## config.mk

```make
export PLATFORM = sky130hd
export DESIGN_NAME = cl_sd_metadata_loader
export DESIGN_NICKNAME = d
export VERILOG_FILES = /design/src/rtl/cl_pkg.sv /design/src/rtl/cl_byte_packer.sv /design/src/rtl/cl_sd_metadata_loader.sv
export SDC_FILE = /design/constraint.sdc
export NUM_CORES = 1
export LEC_CHECK = 0
export CAP_MARGIN = 20
export CORE_UTILIZATION = 55
export CTS_BUF_LIST = sky130_fd_sc_hd__clkbuf_4
export CTS_CLUSTER_DIAMETER = 120
export DETAILED_ROUTE_END_ITERATION = 12
export HOLD_SLACK_MARGIN = 0.12
export PLACE_DENSITY = 0.79
export SYNTH_ARGS = -nofsm -noshare
export SYNTH_HDL_FRONTEND = slang
export SYNTH_HIERARCHICAL = 1
export SYNTH_SLANG_ARGS = --single-unit
```

## constraint.sdc

```tcl
create_clock -name clk25 -period 5.9 [get_ports clk25]
set_input_delay 0.885 -clock clk25 [delete_from_list [all_inputs] [get_ports clk25]]
set_output_delay 0.885 -clock clk25 [all_outputs]
set_load 0.03 [all_outputs]
```

## src/rtl/cl_pkg.sv

```systemverilog
// Shared types and constants for the SD chart-metadata loader.
package cl_pkg;

    localparam int unsigned CL_SECTOR_BYTES     = 512;
    localparam int unsigned CL_WORDS_PER_SECTOR = 128;
    localparam int unsigned CL_BYTE_CNT_W       = 9;
    localparam int unsigned CL_SEC_IDX_W        = 16;
    localparam int unsigned CL_WORD_CNT_W       = 24;
    localparam logic [31:0] CL_END_MARKER       = 32'hFFFF_FFFF;

    typedef enum logic [2:0] {
        ST_IDLE,
        ST_WAIT_RDY,
        ST_ISSUE,
        ST_READ,
        ST_DONE,
        ST_ERR
    } cl_loader_state_t;

    // Byte address of a sector relative to a 512-byte aligned base.
    function automatic logic [31:0] cl_sector_addr(input logic [31:0] base,
                                                   input logic [CL_SEC_IDX_W-1:0] idx);
        return base + {7'd0, idx, 9'd0};
    endfunction

endpackage

```

## src/rtl/cl_byte_packer.sv

```systemverilog
// Packs a byte stream into big-endian 32-bit words; first byte lands in [31:24].
module cl_byte_packer (
    input  logic        clk,
    input  logic        rst_n,
    input  logic        clear_i,
    input  logic        byte_vld_i,
    input  logic [7:0]  byte_i,
    input  logic        drop_i,
    output logic        word_done_c,
    output logic [31:0] word_c,
    output logic        word_vld_o,
    output logic [31:0] word_o
);

    logic [23:0] shift_q, shift_d;
    logic [1:0]  cnt_q, cnt_d;
    logic        vld_q, vld_d;
    logic [31:0] word_q, word_d;

    assign word_c      = {shift_q, byte_i};
    assign word_done_c = byte_vld_i & ~clear_i & (cnt_q == 2'd3);

    always_comb begin
        shift_d = shift_q;
        cnt_d   = cnt_q;
        vld_d   = 1'b0;
        word_d  = word_q;
        if (clear_i) begin
            shift_d = '0;
            cnt_d   = '0;
        end else if (byte_vld_i) begin
            if (cnt_q == 2'd3) begin
                shift_d = '0;
                cnt_d   = '0;
                // A dropped word is consumed but never presented downstream.
                if (!drop_i) begin
                    vld_d  = 1'b1;
                    word_d = word_c;
                end
            end else begin
                shift_d = {shift_q[15:0], byte_i};
                cnt_d   = cnt_q + 2'd1;
            end
        end
    end

    always_ff @(posedge clk or negedge rst_n) begin
        if (!rst_n) begin
            shift_q <= '0;
            cnt_q   <= '0;
            vld_q   <= 1'b0;
            word_q  <= '0;
        end else begin
            shift_q <= shift_d;
            cnt_q   <= cnt_d;
            vld_q   <= vld_d;
            word_q  <= word_d;
        end
    end

    assign word_vld_o = vld_q;
    assign word_o     = word_q;

endmodule

```

## src/rtl/cl_sd_metadata_loader.sv

```systemverilog
// Streams NUM_SECTORS sectors from sd_controller into 32-bit metadata words.
// CL_LOADER_END_MARKER_EN: an all-ones word ends the load after its sector drains.
module cl_sd_metadata_loader
    import cl_pkg::*;
#(
    parameter logic [31:0] BASE_ADR       = 32'h0000_0000,
    parameter int unsigned NUM_SECTORS    = 4,
    parameter int unsigned TIMEOUT_CYCLES = 1048576
) (
    input  logic        clk25,
    input  logic        reset_n,
    input  logic        start,
    input  logic        sd_ready,
    input  logic        sd_byte_available,
    input  logic [7:0]  sd_dout,
    output logic        sd_rd,
    output logic [31:0] sd_address,
    output logic        write_en,
    output logic [31:0] write_word,
    output logic [23:0] word_count,
    output logic        loaded,
    output logic        error
);

`ifdef CL_LOADER_END_MARKER_EN
    localparam bit MARKER_EN = 1'b1;
`else
    localparam bit MARKER_EN = 1'b0;
`endif

    localparam int unsigned TMO_W = $clog2(TIMEOUT_CYCLES + 1);
    localparam logic [TMO_W-1:0] TMO_LAST = TMO_W'(TIMEOUT_CYCLES - 1);
    localparam logic [CL_SEC_IDX_W-1:0] LAST_SEC = CL_SEC_IDX_W'(NUM_SECTORS - 1);
    localparam logic [CL_BYTE_CNT_W-1:0] LAST_BYTE = CL_BYTE_CNT_W'(CL_SECTOR_BYTES - 1);

    cl_loader_state_t state_q, state_d;
    logic [CL_SEC_IDX_W-1:0]  sec_q, sec_d;
    logic [CL_BYTE_CNT_W-1:0] byte_q, byte_d;
    logic [TMO_W-1:0]         tmo_q, tmo_d;
    logic [CL_WORD_CNT_W-1:0] wcnt_q, wcnt_d;
    logic [31:0]              addr_q, addr_d;
    logic                     bav_q;
    logic                     rd_q, rd_d;
    logic                     loaded_q, loaded_d;
    logic                     error_q, error_d;
    logic                     drain_q, drain_d;

    logic        byte_edge_c;
    logic        consume_c;
    logic        pack_vld_c;
    logic        word_done_c;
    logic [31:0] pack_word_c;
    logic        marker_hit_c;
    logic        active_c;

    // Level-high byte_available may last several cycles; only its rising edge counts.
    assign byte_edge_c  = sd_byte_available & ~bav_q;
    assign consume_c    = (state_q == ST_READ) & byte_edge_c & ~start;
    assign pack_vld_c   = consume_c & ~drain_q;
    assign marker_hit_c = MARKER_EN & word_done_c & (pack_word_c == CL_END_MARKER);
    assign active_c     = (state_q == ST_WAIT_RDY) || (state_q == ST_ISSUE) || (state_q == ST_READ);

    cl_byte_packer u_packer (
        .clk         (clk25),
        .rst_n       (reset_n),
        .clear_i     (start),
        .byte_vld_i  (pack_vld_c),
        .byte_i      (sd_dout),
        .drop_i      (marker_hit_c),
        .word_done_c (word_done_c),
        .word_c      (pack_word_c),
        .word_vld_o  (write_en),
        .word_o      (write_word)
    );

    always_comb begin
        state_d  = state_q;
        sec_d    = sec_q;
        byte_d   = byte_q;
        tmo_d    = tmo_q + TMO_W'(1);
        wcnt_d   = wcnt_q;
        rd_d     = 1'b0;
        loaded_d = loaded_q;
        error_d  = error_q;
        drain_d  = drain_q;

        if (word_done_c && !marker_hit_c) begin
            wcnt_d = wcnt_q + CL_WORD_CNT_W'(1);
        end

        if (start) begin
            state_d  = ST_WAIT_RDY;
            sec_d    = '0;
            byte_d   = '0;
            tmo_d    = '0;
            wcnt_d   = '0;
            loaded_d = 1'b0;
            error_d  = 1'b0;
            drain_d  = 1'b0;
        end else begin
            unique case (state_q)
                ST_IDLE: tmo_d = '0;
                ST_WAIT_RDY: begin
                    if (sd_ready) state_d = ST_READ == ST_READ ? ST_ISSUE : ST_ISSUE;
                end
                ST_ISSUE: begin
                    rd_d = 1'b1;
                    if (rd_q && !sd_ready) begin
                        rd_d    = 1'b0;
                        state_d = ST_READ;
                    end
                end
                ST_READ: begin
                    if (consume_c) begin
                        tmo_d  = '0;
                        byte_d = byte_q + CL_BYTE_CNT_W'(1);
                        if (marker_hit_c) drain_d = 1'b1;
                        if (byte_q == LAST_BYTE) begin
                            byte_d = '0;
                            if (sec_q == LAST_SEC || drain_q || marker_hit_c) begin
                                state_d = ST_DONE;
                            end else begin
                                sec_d   = sec_q + CL_SEC_IDX_W'(1);
                                state_d = ST_WAIT_RDY;
                            end
                        end
                    end
                end
                ST_DONE: begin
                    tmo_d    = '0;
                    loaded_d = 1'b1;
                end
                ST_ERR:  tmo_d = '0;
                default: state_d = ST_IDLE;
            endcase

            // Stall watchdog: only fires when no progress was made this cycle.
            if (active_c && state_d == state_q && !consume_c && tmo_q == TMO_LAST) begin
                state_d = ST_ERR;
                error_d = 1'b1;
                rd_d    = 1'b0;
            end
            if (state_d != state_q) tmo_d = '0;
        end

        addr_d = cl_sector_addr(BASE_ADR, sec_d);
    end

    always_ff @(posedge clk25 or negedge reset_n) begin
        if (!reset_n) begin
            state_q  <= ST_IDLE;
            sec_q    <= '0;
            byte_q   <= '0;
            tmo_q    <= '0;
            wcnt_q   <= '0;
            addr_q   <= BASE_ADR;
            bav_q    <= 1'b0;
            rd_q     <= 1'b0;
            loaded_q <= 1'b0;
            error_q  <= 1'b0;
            drain_q  <= 1'b0;
        end else begin
            state_q  <= state_d;
            sec_q    <= sec_d;
            byte_q   <= byte_d;
            tmo_q    <= tmo_d;
            wcnt_q   <= wcnt_d;
            addr_q   <= addr_d;
            bav_q    <= sd_byte_available;
            rd_q     <= rd_d;
            loaded_q <= loaded_d;
            error_q  <= error_d;
            drain_q  <= drain_d;
        end
    end

    assign sd_rd      = rd_q;
    assign sd_address = addr_q;
    assign word_count = wcnt_q;
    assign loaded     = loaded_q;
    assign error      = error_q;

endmodule

```

== Word level (Yosys, flattened, before mapping) ==
Cells that the tools add are included.
Storage, ports and cells
  input bits: 13
  word-level logic and storage cells: 98
  flip-flop bits (word level): 136
  output and inout port bits: 92
Cells by class
  equality and inequality tests: 12
  bitwise logic cells: 7
  multiplexer cells: 42
  $add $sub $neg: 5
  reductions and logical operators: 19
Operators by type and width (count)
  $mux 24: 5
  $mux 16: 5
  $mux 21: 3
  $pmux 21 s2: 1
  $mux 9: 4
  $mux 3: 9
  $add 24x1->24 const B: 1
  $add 21x1->21 const B: 1
  $eq 21x20->1 const B: 1
  $add 16x1->16 const B: 1
  $eq 16x2->1 const B: 1
  $pmux 3 s4: 1
  $reduce_bool 2->1: 6
  $mux 1: 11
  $add 9x1->9 const B: 1
  $eq 9x9->1 const B: 1
  $eq 3x2->1 const B: 2
  $eq 3x3->1 const B: 2
  $mux 2: 3
  $and 1x1->1: 5
  $logic_and 1x1->1: 4
  $reduce_and 4->1: 1
  $eq 3x1->1 const B: 1
  $eq 3x3->1: 1
  11 further kinds: 14

== Longest topological paths before layout ==
Gate-level depths: netlist of the first run.
  depth in word-level cells: 16
  mapped depth: 12
  gate-level depth less buffers: 8

== By module ==
Netlist of the first run, hierarchy kept.
By module, submodules not included
  cl_sd_metadata_loader: area an instance 4156.5 sq um, instances 1, seq. area each 1926.8 sq um, cells an instance 434
  cl_byte_packer: area an instance 2633.8 sq um, instances 1, seq. area each 1476.4 sq um, cells an instance 194

== Worst setup path before layout of the first run ==
No wires, ideal clock.
  path type: input port to flip-flop
  from: input port start
  to: register wcnt_q[21] (netlist: word_count[21])
  stages: 11
  path slack: 2.232 ns
  arrival: 3.590 ns
  required time: 5.822 ns
  library setup time: 0.078 ns
  path buffers: 3
  cells stage by stage: or2_2 > nor2_1 > buf_2 > clkbuf_1 > nand2_1 > nor2_1 > nand4_4 > or3_4 > buf_6 > or4_1 > a21oi_1
On the way
  word-level cells in the longest chain between the ends: 5
  elaborated cells between the ends (all ways): 6
  classes of those cells: mux (1); bitwise (4); reduce/logical (1)
Ends and longest elaborated chain
  start, declared: RTL line cl_sd_metadata_loader.sv:12  | input logic start,
  $not 1->1 (no source line)
  $and 1x1->1: RTL line cl_sd_metadata_loader.sv:58  | assign consume_c = (state_q == ST_READ) & byte_edge_c & ~start;
  via consume_c: RTL line cl_sd_metadata_loader.sv:49  | logic consume_c;
  $and 1x1->1 (2 in series): RTL line cl_byte_packer.sv:21  | assign word_done_c = byte_vld_i & ~clear_i & (cnt_q == 2'd3);
  via word_done_c: RTL line cl_sd_metadata_loader.sv:51  | logic word_done_c;
  $reduce_bool 2->1 (no source line)
  end signal, assigned: RTL line cl_sd_metadata_loader.sv:167  | wcnt_q <= wcnt_d;
  end, declared: RTL line cl_sd_metadata_loader.sv:40  | logic [CL_WORD_CNT_W-1:0] wcnt_q, wcnt_d;
The timed path passes the listed nets, and every way through them passes these cells.
A chain may end at the register's enable or synchronous reset.

== Worst setup path after layout of the first run ==
  from: input port sd_byte_available
  to: register wcnt_q[21] (netlist: word_count[21])
On the way
  word-level cells in the longest chain between the ends: 6
Ends and longest elaborated chain
  start, declared: RTL line cl_sd_metadata_loader.sv:14  | input logic sd_byte_available,
  $and 1x1->1: RTL line cl_sd_metadata_loader.sv:57  | assign byte_edge_c = sd_byte_available & ~bav_q;
  $and 1x1->1 (2 in series): RTL line cl_sd_metadata_loader.sv:58
  via consume_c: RTL line cl_sd_metadata_loader.sv:49
  $and 1x1->1 (2 in series): RTL line cl_byte_packer.sv:21
  via word_done_c: RTL line cl_sd_metadata_loader.sv:51
  $reduce_bool 2->1 (no source line)
The timed path passes the listed nets, and every way through them passes these cells.

==> results.toml, run 1 <==
[clock_tree]
cts_resized = 0
clkLatencyLatePin_ns = 0.55
clk_pin_slew_worst_paths_ns = 0.11
cts_root_buf = "clkbuf_4"
cts_sinks = 136
cts_hold_buf = 0
cts_buffers = 17
cts_tree = "done"
cts_max_path_buffers = 2
cts_setup_buffers = 0
cts_htree_levels = 4

[detailed_routing]
drtIter0Drc = 367
antenna_left = 0
wirelength_um = 13700
route.detailed.drc = 0
wl_per_cell_um = 16.0
vias = 5007
via_per_inst = 5.86
drt-pass1-iter-count = 5

[timing]
final_hold_viol_count = 0
slew_headroom_pct = 28.3
rsz0062_at_grt = "false"
tightest_slew_ns = 1.07
finalCriticalPeriod_ns = 3.63
setup_tns_ns = 0
fin_crit_sh_pct = 61.5
fin_ws_ns = 2.27
slew_viol_final = 0
max_freq_ghz = 0.276
finalSetupViolCount = 0
fin_worst_skew_ns = 0.0173

[placed_design]
io_buffers = 88
place_congestion = 0.835
dp_slack_ns = 1.76
hpwl_um = 9170
place_area_um2 = 7550

[floorplan]
rows = 40
fp.dieH_um = 113
die-area_um2 = 12700
coreArea_um2 = 12000
ios = 105
die_w_um = 113
start_util_pct = 56.3

[critical_path]
max_stage_delay_ns = 0.52
r2r_setup_slack_ns = 2.55
cp.required_ns = 6.37
crit_type = "in -> reg"
crit_path_end_kind = "flip-flop"
crit_fanout = 55
cp.arrival_ns = 4.10
start_kind = "input port"
crit_path_cell_trace = "clkdlybuf4s50_1 > nand4b_1 > nor2_2 > buf_4 > nand2_1 > nor2_1 > nand4_4 > or3_4 > or4_1 > a21oi_1"
cp_slowest_cell = "clkdlybuf4s50_1"

[worst_hold_path]
hold_path_class = "in -> async"

[global_route]
grt_antenna_before_repair = 0
grt_pass1_wl_um = 23000
grt_usage_pct = 23.1
grt_max_degree = 92
grt_pass1_vias = 4662
grt-ovfl-total = 0

[final_layout]
area_growth_pct = 17.3
drive_above_1_share_pct = 11.3
n_antenna_cell = 0
fin_nets = 715
utilization_pct = 66.0
final_common_cell = "dfrtp_1"
design_area_um2 = 7890
layout_common_cells = "dfrtp_1 (136), clkdlybuf4s50_1 (86), a21oi_1 (62)"

[synthesis]
synth_area_per_cell_um2 = 10.9
ys_warn_count = 6
syn_inst = 620
syn-cell-area_um2 = 6730

[run]
maxCapViolCount = 0

[pwr]
power.density_nw_per_um2 = 213
p_leak_nw = 3.23
ir_drop_mv = 0.113

[run_status]
outcome = "finished clean"
-- worst max-delay path, delay by kind of cell --
| family | cells | cell delay [ns] |
|---|---|---|
| AO/OA/AOI/OAI | 1 | 0.16 |
| buffers and inverters | 2 | 0.94 |
| AND/OR/NAND/NOR | 7 | 2.10 |
-- registers in the layout, indices dropped and copies added, names as in the netlist, 2 cells and up --
register and cells:
byte_q 9, u_packer/cnt_q 2, word_count 24, state_q 3, u_packer/word_o 32, u_packer/shift_q 24
sd_address 16, tmo_q 21
-- area by class of cell --
cell class                      instances  area [um2]
Timing Repair Buffer                   94         938
Multi-Input combinational cell        436        3010
Fill cell                             921        4070
Clock buffer                           18         135
Clock inverter                         13         178
Sequential cell                       136        3400
Inverter                               11        41.3
Tap cell                              147         184
-- where the power goes --
group          internal (W)  total (W)  switching, W
Clock              0.000337   0.000663      0.000326
Sequential         0.000936   0.000942    0.00000621
Combinational     0.0000191  0.0000758     0.0000567
-- path summary, 6_finish.rpt --
path	from	endpoint	depth (start not counted)
setup / recovery	sd_byte_available	word_count[21]	10
hold / removal	reset_n	u_packer/word_o[28]	1
setup reg to reg	state_q[0]	word_count[21]	9
hold reg to reg	u_packer/word_o[0]	u_packer/word_o[0]	1
max in group asynchronous	reset_n	u_packer/word_o[2]	2
min in group clk25	u_packer/word_o[0]	u_packer/word_o[0]	1
-- per-stage QoR --
| stage | hold slack [ns] | power, W | cells |
|---|---|---|---|
| after floorplan | 0.465 | 0.00101 | 636 |
| after global placement | 0.469 | 0.00103 | 822 |
| after detailed placement | 0.479 | 0.00104 | 822 |
| after CTS | 0.378 | 0.00170 | 853 |
| after global routing | 0.406 | 0.00175 | 855 |
| final | 0.373 | 0.00168 | 855 |
-- metal layers --
layer	part of all wire, %	GRT usage (%)
met1	46	31.0
met2	48	36.4
met3	4.7	5.83
met4	1.5	8.53
met5	0	0
(Power assumes the default switching activity.)
==> inputs of run 2 (changes only) <==
--- a/config.mk
+++ b/config.mk
@@ -6,12 +6,12 @@
 export NUM_CORES = 1
 export LEC_CHECK = 0
 export CAP_MARGIN = 20
-export CORE_UTILIZATION = 55
+export CORE_UTILIZATION = 51
 export CTS_BUF_LIST = sky130_fd_sc_hd__clkbuf_4
 export CTS_CLUSTER_DIAMETER = 120
 export DETAILED_ROUTE_END_ITERATION = 12
 export HOLD_SLACK_MARGIN = 0.12
-export PLACE_DENSITY = 0.79
+export PLACE_DENSITY = 0.77
 export SYNTH_ARGS = -nofsm -noshare
 export SYNTH_HDL_FRONTEND = slang
 export SYNTH_HIERARCHICAL = 1
==> constraint.sdc (replaced) <==
create_clock -name clk25 -period 3 [get_ports clk25]
set_input_delay 0.45 -clock clk25 [delete_from_list [all_inputs] [get_ports clk25]]
set_output_delay 0.45 -clock clk25 [all_outputs]
set_load 0.03 [all_outputs]
==> run 2 against run 1 <==
Against the previous run:
- register-to-register slack got worse by 2.2 ns
- combinational power is 110% higher
- clock-buffer cell count up 1
- critical path depth decreased by 2
- sequential share of layout area fell by 0.33 points
- worst hold slack got worse by 0.027 ns
- routed wire length increased by 5.0%
- clock skew fell by 0.0045 ns
- cell count up 4.2%
- cell area grew 0.76%
- core utilization decreased by 3.5 points
- critical path type is now reg -> reg
==> results.toml, run 2 (same netlist as run 1, synthesis figures left out) <==
[placed_design]
io_buffers = 88
dp_slack_ns = 0.104
hpwl_um = 9460
place_area_um2 = 7700
place_congestion = 0.798

[detailed_routing]
vias = 5109
antenna_left = 0
via_per_inst = 5.73
route.detailed.drc = 0
drt-pass1-iter-count = 4
wirelength_um = 14400
drtIter0Drc = 311
wl_per_cell_um = 16.1

[final_layout]
utilization_pct = 62.5
multi_input_area_um2 = 3030
drive_above_1_share_pct = 12.3
layout_common_cells = "dfrtp_1 (136), clkdlybuf4s50_1 (86), a21oi_1 (62)"
nFillCells = 1108
largest_register_ff_count = 32
design_area_um2 = 7950
fin_nets = 724
area_growth_pct = 18.2
final_common_cell = "dfrtp_1"
regArea_um2 = 3400

[timing]
finalSetupViolCount = 0
rsz0062_at_grt = "false"
hold_ws_ns = 0.346
finalCriticalPeriod_ns = 2.63
slew_viol_final = 0
slew_headroom_pct = 46.5
final_hold_viol_count = 0
tightest_slew_ns = 0.802
setup_tns_ns = 0
fin_crit_sh_pct = 87.6
max_freq_ghz = 0.380
fin_ws_ns = 0.371
fin_worst_skew_ns = 0.0128

[floorplan]
start_util_pct = 52.9
fp.dieH_um = 117
coreArea_um2 = 12700
rows = 41
die-area_um2 = 13700
die_w_um = 117
ios = 105

[clock_tree]
cts_root_buf = "clkbuf_4"
cts_resized = 0
cts_htree_levels = 4
cts_tree = "done"
clk_pin_slew_worst_paths_ns = 0.12
clkLatencyLatePin_ns = 0.53
cts_sinks = 136
cts_max_path_buffers = 2
cts_setup_buffers = 0
cts_buffers = 17

[worst_hold_path]
hold_end = "word_count[0]"
hold_path_class = "in -> reg"
min_path_cells = 4
worstHoldStart = "start"

[critical_path]
cp_slowest_cell = "or4_1"
r2r-end = "word_count[23]"
ff2ff_path_depth = 8
crit_fanout = 12
rr_startpoint = "state_q[2]"
crit_type = "reg -> reg"
start_kind = "flip-flop"
max_stage_delay_ns = 0.53
crit_path_cell_trace = "or2_2 > nor2_4 > nand2_1 > nor2_4 > nand4_4 > or3_4 > or4_1 > a21oi_1"
cpMostUsedCell = "nor2_4"
crit_path_end_kind = "flip-flop"
cp.required_ns = 3.45
cp.arrival_ns = 3.08
r2r_setup_slack_ns = 0.37

[global_route]
grt_pass1_wl_um = 24400
grt_antenna_before_repair = 1
grt_max_degree = 75
grt_pass1_vias = 5132
grt-ovfl-total = 0
grt_usage_pct = 22.9

[run]
maxCapViolCount = 0

[pwr]
power.density_nw_per_um2 = 385
ir_drop_mv = 0.242
p_leak_nw = 3.24

[run_status]
outcome = "finished clean"
==> run 2: cell types whose count changed in the layout (fill, tap and decap cells not counted), sizes merged <==
| cell | before | now |
|---|---|---|
| bufinv | 4 | 1 |
| clkbuf | 18 | 19 |
| clkinvlp | 1 | 3 |
| diode | 0 | 2 |
| dlygate4sd3 | 0 | 1 |
| buf | 8 | 16 |
| inv | 13 | 11 |
| clkinv | 6 | 8 |
==> run 2: worst max path at each step <==
stage | from | end | slack (ns) | cells after the start
2_1_floorplan | start | word_count[21] | 0.02 | 11
3_3_place_gp | sd_byte_available | word_count[17] | 0.15 | 9
3_5_place_dp | sd_byte_available | word_count[17] | 0.10 | 9
4_1_cts | state_q[2] | word_count[23] | 0.38 | 8
5_1_grt | byte_q[0] | sd_address[23] | 0.19 | 8
6_report | state_q[2] | word_count[23] | 0.37 | 8
==> run 2: critical path, delay by kind of cell (launching register included) <==
kind            cells  cell delay, ns
flops               1            0.48
compound gates      1            0.16
simple gates        7            1.89
==> run 2: metal layers <==
metal | GRT usage [%] | up-vias | wire, um
li1 | - | 2404 | -
met1 | 30.2 | 2589 | 6610
met2 | 37.0 | 100 | 7020
met3 | 5.10 | 16 | 559
met4 | 8.69 | 0 | 184
met5 | 0 | - | 0
==> run 2: through the flow <==
step                power (W)  std cells
detailed placement    0.00205        856
global placement      0.00204        856
global route          0.00319        891
floorplan             0.00198        636
finish                0.00306        891
CTS                   0.00310        888
==> run 2: area by class of cell <==
cell class                      instances  share of cell area (%)
Inverter                               11                   0.519
Antenna cell                            2                  0.0629
Clock inverter                         12                    1.09
Tap cell                              172                    2.71
Clock buffer                           19                    1.79
Timing Repair Buffer                  103                    13.0
Sequential cell                       136                    42.8
Multi-Input combinational cell        436                    38.0
==> run 2: repair_timing <==
action / CTS / global route
endpoints found under the hold margin: 49 / 0
hold buffers: 1 / 0
setup endpoints to repair: 0 / 0
==> run 2: power by group <==
part | internal (W) | switching, W
logic | 0.0000422 | 0.000116
registers | 0.00184 | 0.0000113
clock network | 0.000405 | 0.000650
total | 0.00229 | 0.000777
==> inputs of run 3 (changes only) <==
--- a/config.mk
+++ b/config.mk
@@ -6,12 +6,12 @@
 export NUM_CORES = 1
 export LEC_CHECK = 0
 export CAP_MARGIN = 20
-export CORE_UTILIZATION = 51
+export CORE_UTILIZATION = 45
 export CTS_BUF_LIST = sky130_fd_sc_hd__clkbuf_4
 export CTS_CLUSTER_DIAMETER = 120
 export DETAILED_ROUTE_END_ITERATION = 12
 export HOLD_SLACK_MARGIN = 0.12
-export PLACE_DENSITY = 0.77
+export PLACE_DENSITY = 0.69
 export SYNTH_ARGS = -nofsm -noshare
 export SYNTH_HDL_FRONTEND = slang
 export SYNTH_HIERARCHICAL = 1
==> run 3 against run 2 <==
Against the previous run:
- global-route usage is 4.0 points lower
- first-iteration DRC count decreased by 6.8%
- routed wire length fell by 2.5%
- clock power up 48%
- via count decreased by 2.0%
- clock-buffer cell count down 2
- non-clock buffer count up 1
- core utilization down 7.0 points
- cell area grew 1.8%
- critical path type unchanged
- highest routed layer unchanged
==> results.toml, run 3 (same netlist as run 1, synthesis figures left out) <==
[clock_tree]
cts_tree = "done"
cts_sinks = 136
cts_hold_buf = 1
cts_buffers = 17
clk_pin_slew_worst_paths_ns = 0.11
cts_setup_buffers = 0
clkLatencyLatePin_ns = 0.52
cts_resized = 0
cts_root_buf = "clkbuf_4"
cts_max_path_buffers = 2
cts_htree_levels = 4

[detailed_routing]
vias = 5007
wirelength_um = 14000
drtIter0Drc = 290
wl_met3_um = 432
antenna_left = 0
route.detailed.drc = 0
wl_met2_um = 6830
wl_per_cell_um = 15.5
wl_met1_um = 6580
drt-pass1-iter-count = 4
via_per_inst = 5.55
top_layer = "met4"

[timing]
finalCriticalPeriod_ns = 2.64
slew_viol_final = 0
fin_crit_sh_pct = 88.0
final_hold_viol_count = 0
max_freq_ghz = 0.379
slew_headroom_pct = 49.4
fin_worst_skew_ns = 0.0133
tightest_slew_ns = 0.759
rsz0062_at_grt = "false"
finalSetupViolCount = 0
setup_tns_ns = 0
fin_ws_ns = 0.360

[floorplan]
coreArea_um2 = 14600
start_util_pct = 46.1
die-area_um2 = 15400
fp.dieH_um = 124
die_w_um = 124
ios = 105
rows = 44

[placed_design]
place_inst = 869
place_congestion = 0.848
dp_slack_ns = 0.0897
place_area_um2 = 7690
hpwl_um = 9190
io_buffers = 88

[critical_path]
crit_path_end_kind = "flip-flop"
start_kind = "flip-flop"
crit_path_cell_trace = "ha_1 > and3_1 > and3_1 > and3_1 > ha_1 > nand3_1 > buf_4 > or4_1 > a21oi_1"
cp.required_ns = 3.44
max_stage_delay_ns = 0.52
cp.arrival_ns = 3.08
cpLargestDelayFamily = "simple AND/OR/NAND/NOR gates"
cpMostUsedCell = "and3_1"
cp_slowest_cell = "or4_1"
crit_type = "reg -> reg"
crit_fanout = 22
path_buf_inv = 1

[final_layout]
design_area_um2 = 8100
n_antenna_cell = 0
utilization_pct = 55.5
layout_common_cells = "dfrtp_1 (136), clkdlybuf4s50_1 (86), a21oi_1 (62)"
final_cells = 902
drive_above_1_share_pct = 12.7
largest_register_ff_count = 32
final_common_cell = "dfrtp_1"
fin_nets = 725
nFillCells = 1246
area_growth_pct = 20.3

[global_route]
grt_antenna_before_repair = 0
grt-ovfl-total = 0
grt_usage_pct = 18.8
grt_max_degree = 84
grt_pass1_vias = 5003
grt_pass1_wl_um = 23800

[pwr]
power_frac_comb_pct = 4.5
internal_power_w = 0.00278
power_frac_seq_pct = 51.9
ir_drop_mv = 0.251
switching_share_pct = 21.9
clkPwrFrac_pct = 43.6
p_leak_nw = 3.30
net-switching-power_w = 0.000779
power.density_nw_per_um2 = 440

[worst_hold_path]
hold_path_class = "in -> reg"

[run_status]
outcome = "finished clean"

[run]
maxCapViolCount = 0
==> run 3: cell types whose count changed in the layout (fill, tap and decap cells not counted), sizes merged <==
cell	previous run	this run
clkinvlp	3	2
buf	16	17
clkinv	8	5
clkbuf	19	17
diode	2	0
bufinv	1	7
==> run 3: per-stage QoR <==
stage / hold slack (ns) / power (W)
after global placement: 0.467 / 0.00204
final: 0.332 / 0.00356
after floorplan: 0.154 / 0.00198
after CTS: 0.285 / 0.00361
after detailed placement: 0.477 / 0.00205
after global routing: 0.330 / 0.00370
==> run 3: worst register-to-register path: stages (launching register included) <==
cell and delay [ns]:
dfrtp_1 0.41, ha_1 0.20, and3_1 0.23, and3_1 0.20, and3_1 0.17, ha_1 0.33
nand3_1 0.11, buf_4 0.21, or4_1 0.53, a21oi_1 0.17
==> run 3: layer usage <==
layer,GRT usage [%],up-vias
met3,4.30,12
met2,30.8,86
li1,-,2408
met1,24.6,2501
met4,6.31,0
met5,0,-
==> run 3: final timing paths <==
kind	startpoint	end	slack, ns	cells past startpoint
worst max-delay path	byte_q[0]	sd_address[16]	0.36	9
worst min-delay path	start	word_count[0]	0.33	4
worst max register to register	byte_q[0]	sd_address[16]	0.36	9
worst min register to register	tmo_q[0]	tmo_q[0]	0.50	1
max in group asynchronous	reset_n	sd_address[10]	1.68	3
min in group asynchronous	reset_n	word_count[18]	0.52	2
==> run 3: cell type report <==
cell class | instances | area (um2) | share of cell area (%)
sequential | 136 | 3400 | 42.0
multi-input combinational | 436 | 3030 | 37.4
timing repair buffer | 104 | 1020 | 12.5
clock inverter | 14 | 254 | 3.14
tap | 184 | 230 | 2.84
clock buffer | 17 | 128 | 1.58
inverter | 11 | 41.3 | 0.510
==> run 3: power groups by stage <==
stage	Clock (W)	Combinational, W	Sequential, W
6_report	0.00155	0.000160	0.00185
2_1_floorplan	0	0.000104	0.00188
5_1_grt	0.00167	0.000178	0.00185
3_5_place_dp	0	0.000161	0.00188
3_3_place_gp	0	0.000158	0.00188
4_1_cts	0.00160	0.000163	0.00185
